==> config.mk <==
export PLATFORM = sky130hd
export DESIGN_NAME = otter_mem_arbiter
export DESIGN_NICKNAME = d
export VERILOG_FILES = /design/src/rtl/otter_mem_arbiter.sv
export SDC_FILE = /design/constraint.sdc
export NUM_CORES = 1
export LEC_CHECK = 0
export BUFFER_PORTS_ARGS = -buffer_cell sky130_fd_sc_hd__buf_4
export CAP_MARGIN = 40
export CORE_MARGIN = 1
export CORE_UTILIZATION = 23
export CTS_BUF_LIST = sky130_fd_sc_hd__clkbuf_8
export DETAILED_ROUTE_END_ITERATION = 6
export PLACE_DENSITY_LB_ADDON = 0.25
export SKIP_CTS_REPAIR_TIMING = 1
export SYNTH_ARGS = -nofsm -noshare
export SYNTH_HDL_FRONTEND = slang
export SYNTH_SLANG_ARGS = --single-unit
==> constraint.sdc <==
create_clock -name MA_CLK -period 14.26 [get_ports MA_CLK]
set_clock_uncertainty 0.2 [all_clocks]
set_input_delay 1.426 -clock MA_CLK [delete_from_list [all_inputs] [get_ports MA_CLK]]
set_output_delay 1.426 -clock MA_CLK [all_outputs]
set_load 0.01 [all_outputs]
==> src/rtl/otter_mem_arbiter.sv <==
// Shares one single-port, variable-latency memory between OTTER instruction fetch and load/store.
// Data wins over fetch, one transaction in flight, bounded by an optional timeout.
module otter_mem_arbiter #(
    parameter int TIMEOUT_CYCLES = 16,
    parameter int CNT_W          = 5
) (
    input  logic        MA_CLK,
    input  logic        MA_RESET,
    input  logic        MA_IF_REQ,
    input  logic [31:0] MA_IF_ADDR,
    output logic [31:0] MA_IF_RDATA,
    output logic        MA_IF_DONE,
    input  logic        MA_D_REQ,
    input  logic        MA_D_WE,
    input  logic [31:0] MA_D_ADDR,
    input  logic [1:0]  MA_D_SIZE,
    input  logic [31:0] MA_D_WDATA,
    output logic [31:0] MA_D_RDATA,
    output logic        MA_D_DONE,
    output logic        MA_D_MISALIGN,
    output logic        MA_MEM_REQ,
    output logic        MA_MEM_WE,
    output logic [31:0] MA_MEM_ADDR,
    output logic [3:0]  MA_MEM_BE,
    output logic [31:0] MA_MEM_WDATA,
    input  logic        MA_MEM_ACK,
    input  logic [31:0] MA_MEM_RDATA,
    output logic        MA_BUSY,
    output logic        MA_TIMEOUT
);

    localparam logic [1:0] ST_IDLE   = 2'd0;
    localparam logic [1:0] ST_MEM_IF = 2'd1;
    localparam logic [1:0] ST_MEM_D  = 2'd2;
    localparam logic [1:0] ST_RESP   = 2'd3;

    localparam logic [CNT_W-1:0] TO_LAST = CNT_W'(TIMEOUT_CYCLES - 1);

    logic [1:0]       state;
    logic [CNT_W-1:0] cnt;
    logic             lat_we;
    logic             d_misal;
    logic [3:0]       d_be;
    logic [31:0]      d_wdata;
    logic             to_hit;
    logic             unused_if_addr;

    // Fetches are always word-aligned by construction; the low bits are dropped.
    assign unused_if_addr = ^MA_IF_ADDR[1:0];

    assign d_misal = ((MA_D_SIZE == 2'b01) && MA_D_ADDR[0]) ||
                     (MA_D_SIZE[1] && (MA_D_ADDR[1:0] != 2'b00));

    always_comb begin
        d_be    = 4'b1111;
        d_wdata = MA_D_WDATA;
        case (MA_D_SIZE)
            2'b00: begin
                d_be    = 4'b0001 << MA_D_ADDR[1:0];
                d_wdata = {4{MA_D_WDATA[7:0]}};
            end
            2'b01: begin
                d_be    = 4'b0011 << {MA_D_ADDR[1], 1'b0};
                d_wdata = {2{MA_D_WDATA[15:0]}};
            end
            default: ;
        endcase
    end

    // The counter sits at TIMEOUT_CYCLES-1 on the last allowed wait cycle.
    assign to_hit  = (TIMEOUT_CYCLES != 0) && (cnt == TO_LAST);
    assign MA_BUSY = (state != ST_IDLE);

    always_ff @(posedge MA_CLK or posedge MA_RESET) begin
        if (MA_RESET) begin
            state         <= ST_IDLE;
            cnt           <= '0;
            lat_we        <= 1'b0;
            MA_IF_RDATA   <= '0;
            MA_IF_DONE    <= 1'b0;
            MA_D_RDATA    <= '0;
            MA_D_DONE     <= 1'b0;
            MA_D_MISALIGN <= 1'b0;
            MA_MEM_REQ    <= 1'b0;
            MA_MEM_WE     <= 1'b0;
            MA_MEM_ADDR   <= '0;
            MA_MEM_BE     <= '0;
            MA_MEM_WDATA  <= '0;
            MA_TIMEOUT    <= 1'b0;
        end else begin
            case (state)
                ST_IDLE: begin
                    if (MA_D_REQ) begin
                        lat_we <= MA_D_WE;
                        if (d_misal) begin
                            state         <= ST_RESP;
                            MA_D_DONE     <= 1'b1;
                            MA_D_MISALIGN <= 1'b1;
                        end else begin
                            state        <= ST_MEM_D;
                            MA_MEM_REQ   <= 1'b1;
                            MA_MEM_WE    <= MA_D_WE;
                            MA_MEM_ADDR  <= {MA_D_ADDR[31:2], 2'b00};
                            MA_MEM_BE    <= d_be;
                            MA_MEM_WDATA <= d_wdata;
                        end
                    end else if (MA_IF_REQ) begin
                        state        <= ST_MEM_IF;
                        MA_MEM_REQ   <= 1'b1;
                        MA_MEM_WE    <= 1'b0;
                        MA_MEM_ADDR  <= {MA_IF_ADDR[31:2], 2'b00};
                        MA_MEM_BE    <= 4'b1111;
                        MA_MEM_WDATA <= '0;
                    end
                end
                ST_MEM_IF, ST_MEM_D: begin
                    if (MA_MEM_ACK || to_hit) begin
                        state      <= ST_RESP;
                        cnt        <= '0;
                        MA_MEM_REQ <= 1'b0;
                        MA_MEM_WE  <= 1'b0;
                        if (!MA_MEM_ACK)
                            MA_TIMEOUT <= 1'b1;
                        if (state == ST_MEM_IF) begin
                            MA_IF_DONE  <= 1'b1;
                            MA_IF_RDATA <= MA_MEM_ACK ? MA_MEM_RDATA : 32'h0;
                        end else begin
                            MA_D_DONE <= 1'b1;
                            if (!MA_MEM_ACK)
                                MA_D_RDATA <= 32'h0;
                            else if (!lat_we)
                                MA_D_RDATA <= MA_MEM_RDATA;
                        end
                    end else begin
                        cnt <= cnt + 1'b1;
                    end
                end
                default: begin
                    state         <= ST_IDLE;
                    MA_IF_DONE    <= 1'b0;
                    MA_D_DONE     <= 1'b0;
                    MA_D_MISALIGN <= 1'b0;
                end
            endcase
        end
    end

endmodule
---- Yosys cells after proc, flatten, opt, wreduce, memory -nomap -nowiden ----
Index checks and enable logic that the tools add are counted.
W data, S select, Z words.
storage, ports and cells
  register bits ........................... 146
  input bits .............................. 136
cells by class
  shifts and indexed selects .............. 2
  bitwise logic cells ..................... 4
  reductions and logical operators ........ 21
  add/sub/neg operators ................... 1
  mux-type cells .......................... 38
  equality and inequality tests ........... 13
operators with widths
  operator               count
  $mux W32               9
  $pmux W32 S2           1
  $reduce_and A3 Y1      5
  $mux W1                14
  $ne A2 B2 Y1 const B   7
  $mux W4                3
  $reduce_and A4 Y1      3
  $pmux W1 S2            5
  $pmux W4 S2            1
  $reduce_bool A2 Y1     4
  $mux W2                3
  $ne A3 B3 Y1 const B   2
  $add A5 B1 Y5 const B  1
  $eq A5 B4 Y1 const B   1
  $mux W5                1
  $eq A2 B1 Y1 const B   2
  $logic_not A2 Y1       2
  $not A1 Y1             4
  $pmux W2 S2            1
  $reduce_and A2 Y1      2
  $shl A1 B2 Y4 const A  1
  $shl A2 B2 Y4 const A  1
  $eq A2 B2 Y1 const B   1
  $logic_and A1 B1 Y1    2
  2 further kinds        3

---- Logic depth before layout (Yosys ltp) ----
  depth after elaboration ................. 6
  mapped depth ............................ 9

---- Least setup slack after synthesis ----
No wires, ideal clock.
  path kind ............................... input port to flip-flop
  start ................................... input MA_MEM_ACK
  end ..................................... register MA_MEM_REQ
  arrival time ............................ 2.489 ns
  cell stages on the path ................. 5
  buffers on the path ..................... 1
  path slack .............................. 11.446 ns
  cells stage by stage .................... buf_2 -> nor3b_2 -> a211o_1 -> a31oi_1 -> mux2_2
between the ends
  cells in the longest elaborated chain, start to end .. 3
RTL lines
  element                      line  text
  from (decl)                  26    input logic MA_MEM_ACK,
  $logic_or A1 B1 Y1           117   if (MA_MEM_ACK || to_hit) begin
  $ne A2 B2 Y1 (no line)       n/a
  $reduce_and A4 Y1 (no line)  n/a
  to (signal assigned)         101   MA_MEM_REQ <= 1'b1;
  to (signal assigned)         109   MA_MEM_REQ <= 1'b1;
  to (signal assigned)         120   MA_MEM_REQ <= 1'b0;
  to (decl)                    21    output logic MA_MEM_REQ,
Every way passes these cells.
A chain may end at the register's enable or synchronous reset.

---- Worst setup path in the final report ----
  start ................................... register state[0]
  end ..................................... output MA_BUSY
between the ends
  cells in the longest elaborated chain, start to end .. 1
RTL lines
  element                 line  text
  from (decl)             39    logic [1:0] state;
  from (signal assigned)  76    state <= ST_IDLE;
  from (signal assigned)  96    state <= ST_RESP;
  from (signal assigned)  100   state <= ST_MEM_D;
  $reduce_bool A2 Y1      72    assign MA_BUSY = (state != ST_IDLE);
  to (decl)               28    output logic MA_BUSY,
Every way passes these cells.

==> results.rst <==
.. list-table::
   :header-rows: 1

   * - Metric
     - Value
   * - Outcome
     - complete, but fails checks
   * - Violated checks
     - design-rule violations
   * - # Max-Cap Violations
     - 0
   * - Buffer type at the clock tree root
     - clkbuf_8
   * - Number of unique standard cell types used by synthesis
     - 41
   * - Via count
     - 5140
   * - Minimum period implied by the final worst setup slack
     - 3280 ps
   * - Worst ir drop on vdd
     - 0.0708 mV
   * - Cts bufs inserted
     - 17
   * - Post-synth top area share
     - 57.5%
   * - Port-buffer cells
     - 270
   * - Starting utilization of the core area
     - 23.3%
   * - Vias in the first global route
     - 5012
   * - Wire length of the first global-routing pass
     - slightly below 30000 um
   * - Max Buffers Root-to-Sink
     - 2
   * - Detailed Place HPWL
     - 12800 um
   * - Number of antenna violations at the first check in global routing
     - 0
   * - Worst endpoint required time
     - about 13000 ps
   * - Largest driver fanout on the critical path
     - 9
   * - Leakage Power
     - 4.41 nW
   * - Most used cells in the layout excluding fill and tap cells
     - buf_4 (276), dfrtp_1 (144), nand2_1 (109), o21ai_0 (80), mux2i_1 (56)
   * - Worst path slowest cell
     - dfrtp_1
   * - Number of design rule violations left after detail routing
     - 1
   * - Clock sink count
     - 144
   * - Total Power Consumption
     - about 1.7 mW
   * - Clock-pin slew reported for the worst setup and hold paths after clock tree synthesis
     - 90 ps
   * - Area of the die
     - roughly 28000 um^2
   * - Initial drt markers
     - 320
   * - Number of antenna cells inserted
     - 0
   * - Crit path capture type
     - primary output
   * - Number of flops mapped to enable cells by yosys
     - 0
   * - Syn Inst Count
     - 589
   * - Number of nets with antenna violations after detailed routing
     - 0
   * - Setup repair after global routing missed its margin
     - false
   * - Summed instance area of the synthesized netlist
     - 6270 um^2
   * - Final-report setup violation count
     - 0
   * - Final Net Count
     - 987
   * - Wire length per cell
     - 15.3 um
   * - Cell type contributing the most total cell area after synthesis
     - dfrtp_1
   * - Pin count of the biggest net entering global routing
     - 86
   * - Area Overhead vs Synth
     - 42.8%
   * - Most frequently used flop master after synthesis
     - dfrtp_1
   * - Clock latency on the worst-skew pair
     - 450 ps
   * - Largest cells by area after synthesis
     - dfrtp_1 (57%), mux2i_1 (8.9%), nand2_1 (6.5%)
   * - Level count of the clock H-tree
     - 4
   * - Wire length reported by the detailed router
     - 18400 um
   * - Period utilisation layout
     - 23.0%
   * - Worst min-delay path category
     - flip-flop to flip-flop
   * - Via/cell ratio
     - 4.29
   * - TritonCTS clock tree
     - yes
   * - Placeable core region
     - 26900 um^2
   * - Count of standard-cell rows
     - 60
   * - Overflow after GRT
     - 0
   * - Critical path data arrival time
     - between 1500 and 2000 ps
   * - Worst setup path class
     - flip-flop to primary output
   * - First-pass detailed-route iteration total
     - 6
   * - Share of post-route cells with drive strength above 1
     - 38.9%
   * - Fraction of registers with async set/reset
     - 100%
   * - Count of pins over their slew limit
     - 0
   * - Avg Cell Area, Syn
     - between 10 and 15 um^2
   * - Pwr per Cell Area
     - 195 nW/um^2
   * - Cell breakdown of the critical path
     - inv_1 > ha_1 > inv_1 > buf_4
   * - Delay contributed by the slowest stage of the critical path
     - 440 ps
   * - Commonest non-fill, non-tap cell in the layout
     - buf_4
   * - Crit path launch type
     - flip-flop
   * - Actual slew at the worst max-slew pin
     - about 800 ps
   * - GRT Total Usage
     - 13.2%
   * - Die boundary width
     - 167 um
   * - Normalized max-slew margin
     - 46.6%
   * - Post-Route Setup TNS
     - 0 ps
   * - Most prevalent standard cell on the critical path
     - inv_1
   * - Share of the yosys chip area belonging to registers
     - between 50% and 60%
   * - Number of hold violations in the final report
     - 0
   * - Die Y
     - 167 um
   * - Final estimated routing congestion in global placement
     - 0.746
   * - Count of pins on the block boundary
     - 275
   * - YS warnings
     - 0
   * - Number of synthesized register bits
     - 144
   * - Highest attainable clock frequency
     - 305 MHz
final timing paths:
path | startpoint | endpoint | slack (ps) | cells past startpoint
min in group asynchronous | MA_RESET | MA_MEM_ADDR[10] | 930 | 2
max reg2reg | cnt[0] | MA_IF_RDATA[24] | 11680 | 7
min | MA_IF_RDATA[28] | MA_IF_RDATA[28] | 280 | 2
max | state[0] | MA_BUSY | 10980 | 4
min reg2reg | MA_IF_RDATA[28] | MA_IF_RDATA[28] | 280 | 2
max in group asynchronous | MA_RESET | MA_MEM_WDATA[13] | 11600 | 3
Yosys cell counts (2+ instances only):
cell type	instances
dfrtp_1	144
or2_1	2
mux2_2	3
clkbuf_2	4
clkbuf_1	8
buf_2	25
o21ai_0	80
and3_1	3
a31oi_1	5
o2bb2ai_2	10
mux2i_1	56
o2bb2ai_1	6
ha_1	7
nand3_2	2
nor3b_1	2
nand2b_1	4
a21oi_1	35
buf_4	2
inv_1	8
or2_2	2
nand2_1	109
nor2_1	35
a22o_1	17
buf_6	3
where the power goes:
part | switching [mW] | leakage [nW] | total (mW) | internal (mW)
Clock | 0.191 | 0.194 | 0.321 | 0.130
Sequential | 0.0955 | 1.81 | 0.674 | 0.579
Combinational | 0.385 | 2.41 | 0.749 | 0.364
Total | 0.672 | 4.41 | 1.74 | 1.07
routing by layer:
layer,global-route usage [%],routed length (um),up-vias
met2,23.3,9610,118
met1,15.7,7610,2454
li1,-,-,2551
met3,3.19,853,17
met5,0,0,-
met4,4.67,310,0
critical path: cells and delay by family, from the launching register on:
family	cells	cell delay [ps]
buffers and inverters	3	410
flip-flops	1	440
adder cells (fa/ha/maj)	1	350
registers in the layout (all words and copies together) (netlist names), 2 cells and up:
register / count
state: 2
MA_D_RDATA: 32
MA_IF_RDATA: 32
MA_MEM_BE: 4
cnt: 5
MA_MEM_WDATA: 32
MA_MEM_ADDR: 30
area by class of cell:
| cell class | instances | area (um^2) |
|---|---|---|
| repair buffers | 277 | 2090 |
| clock inverters | 15 | 143 |
| well taps | 341 | 427 |
| fillers | 2779 | 17900 |
| flip-flops and latches | 144 | 3600 |
| inverters | 9 | 38.8 |
| clock buffers | 17 | 234 |
| multi-input cells | 395 | 2420 |
cells by family after synthesis:
family                     Yosys count  share of synthesized area [%]
and+or+nand+nor                    164                           10.9
AOI/OAI and AO/OA                  163                           16.6
DFF                                144                           57.5
muxes                               59                           9.48
buffers and inverters               51                           4.11
adders and majority gates            7                           1.40
other                                1                         0.0598
per-stage QoR:
| step | hold slack [ps] | util [%] | area (um^2) | cells | setup slack [ps] |
|---|---|---|---|---|---|
| 2_1_floorplan | 249 | - | 6280 | 590 | 8770 |
| 3_3_place_gp | 258 | 31.8 | 8560 | 1164 | 10700 |
| 3_5_place_dp | 270 | 31.9 | 8580 | 1166 | 10660 |
| 4_1_cts | 292 | 33.3 | 8960 | 1198 | 10940 |
| 5_1_grt | 305 | 33.3 | 8960 | 1198 | 10840 |
| 6_report | 285 | 33.3 | 8960 | 1198 | 10980 |
Power figures use the tool's default switching activity.
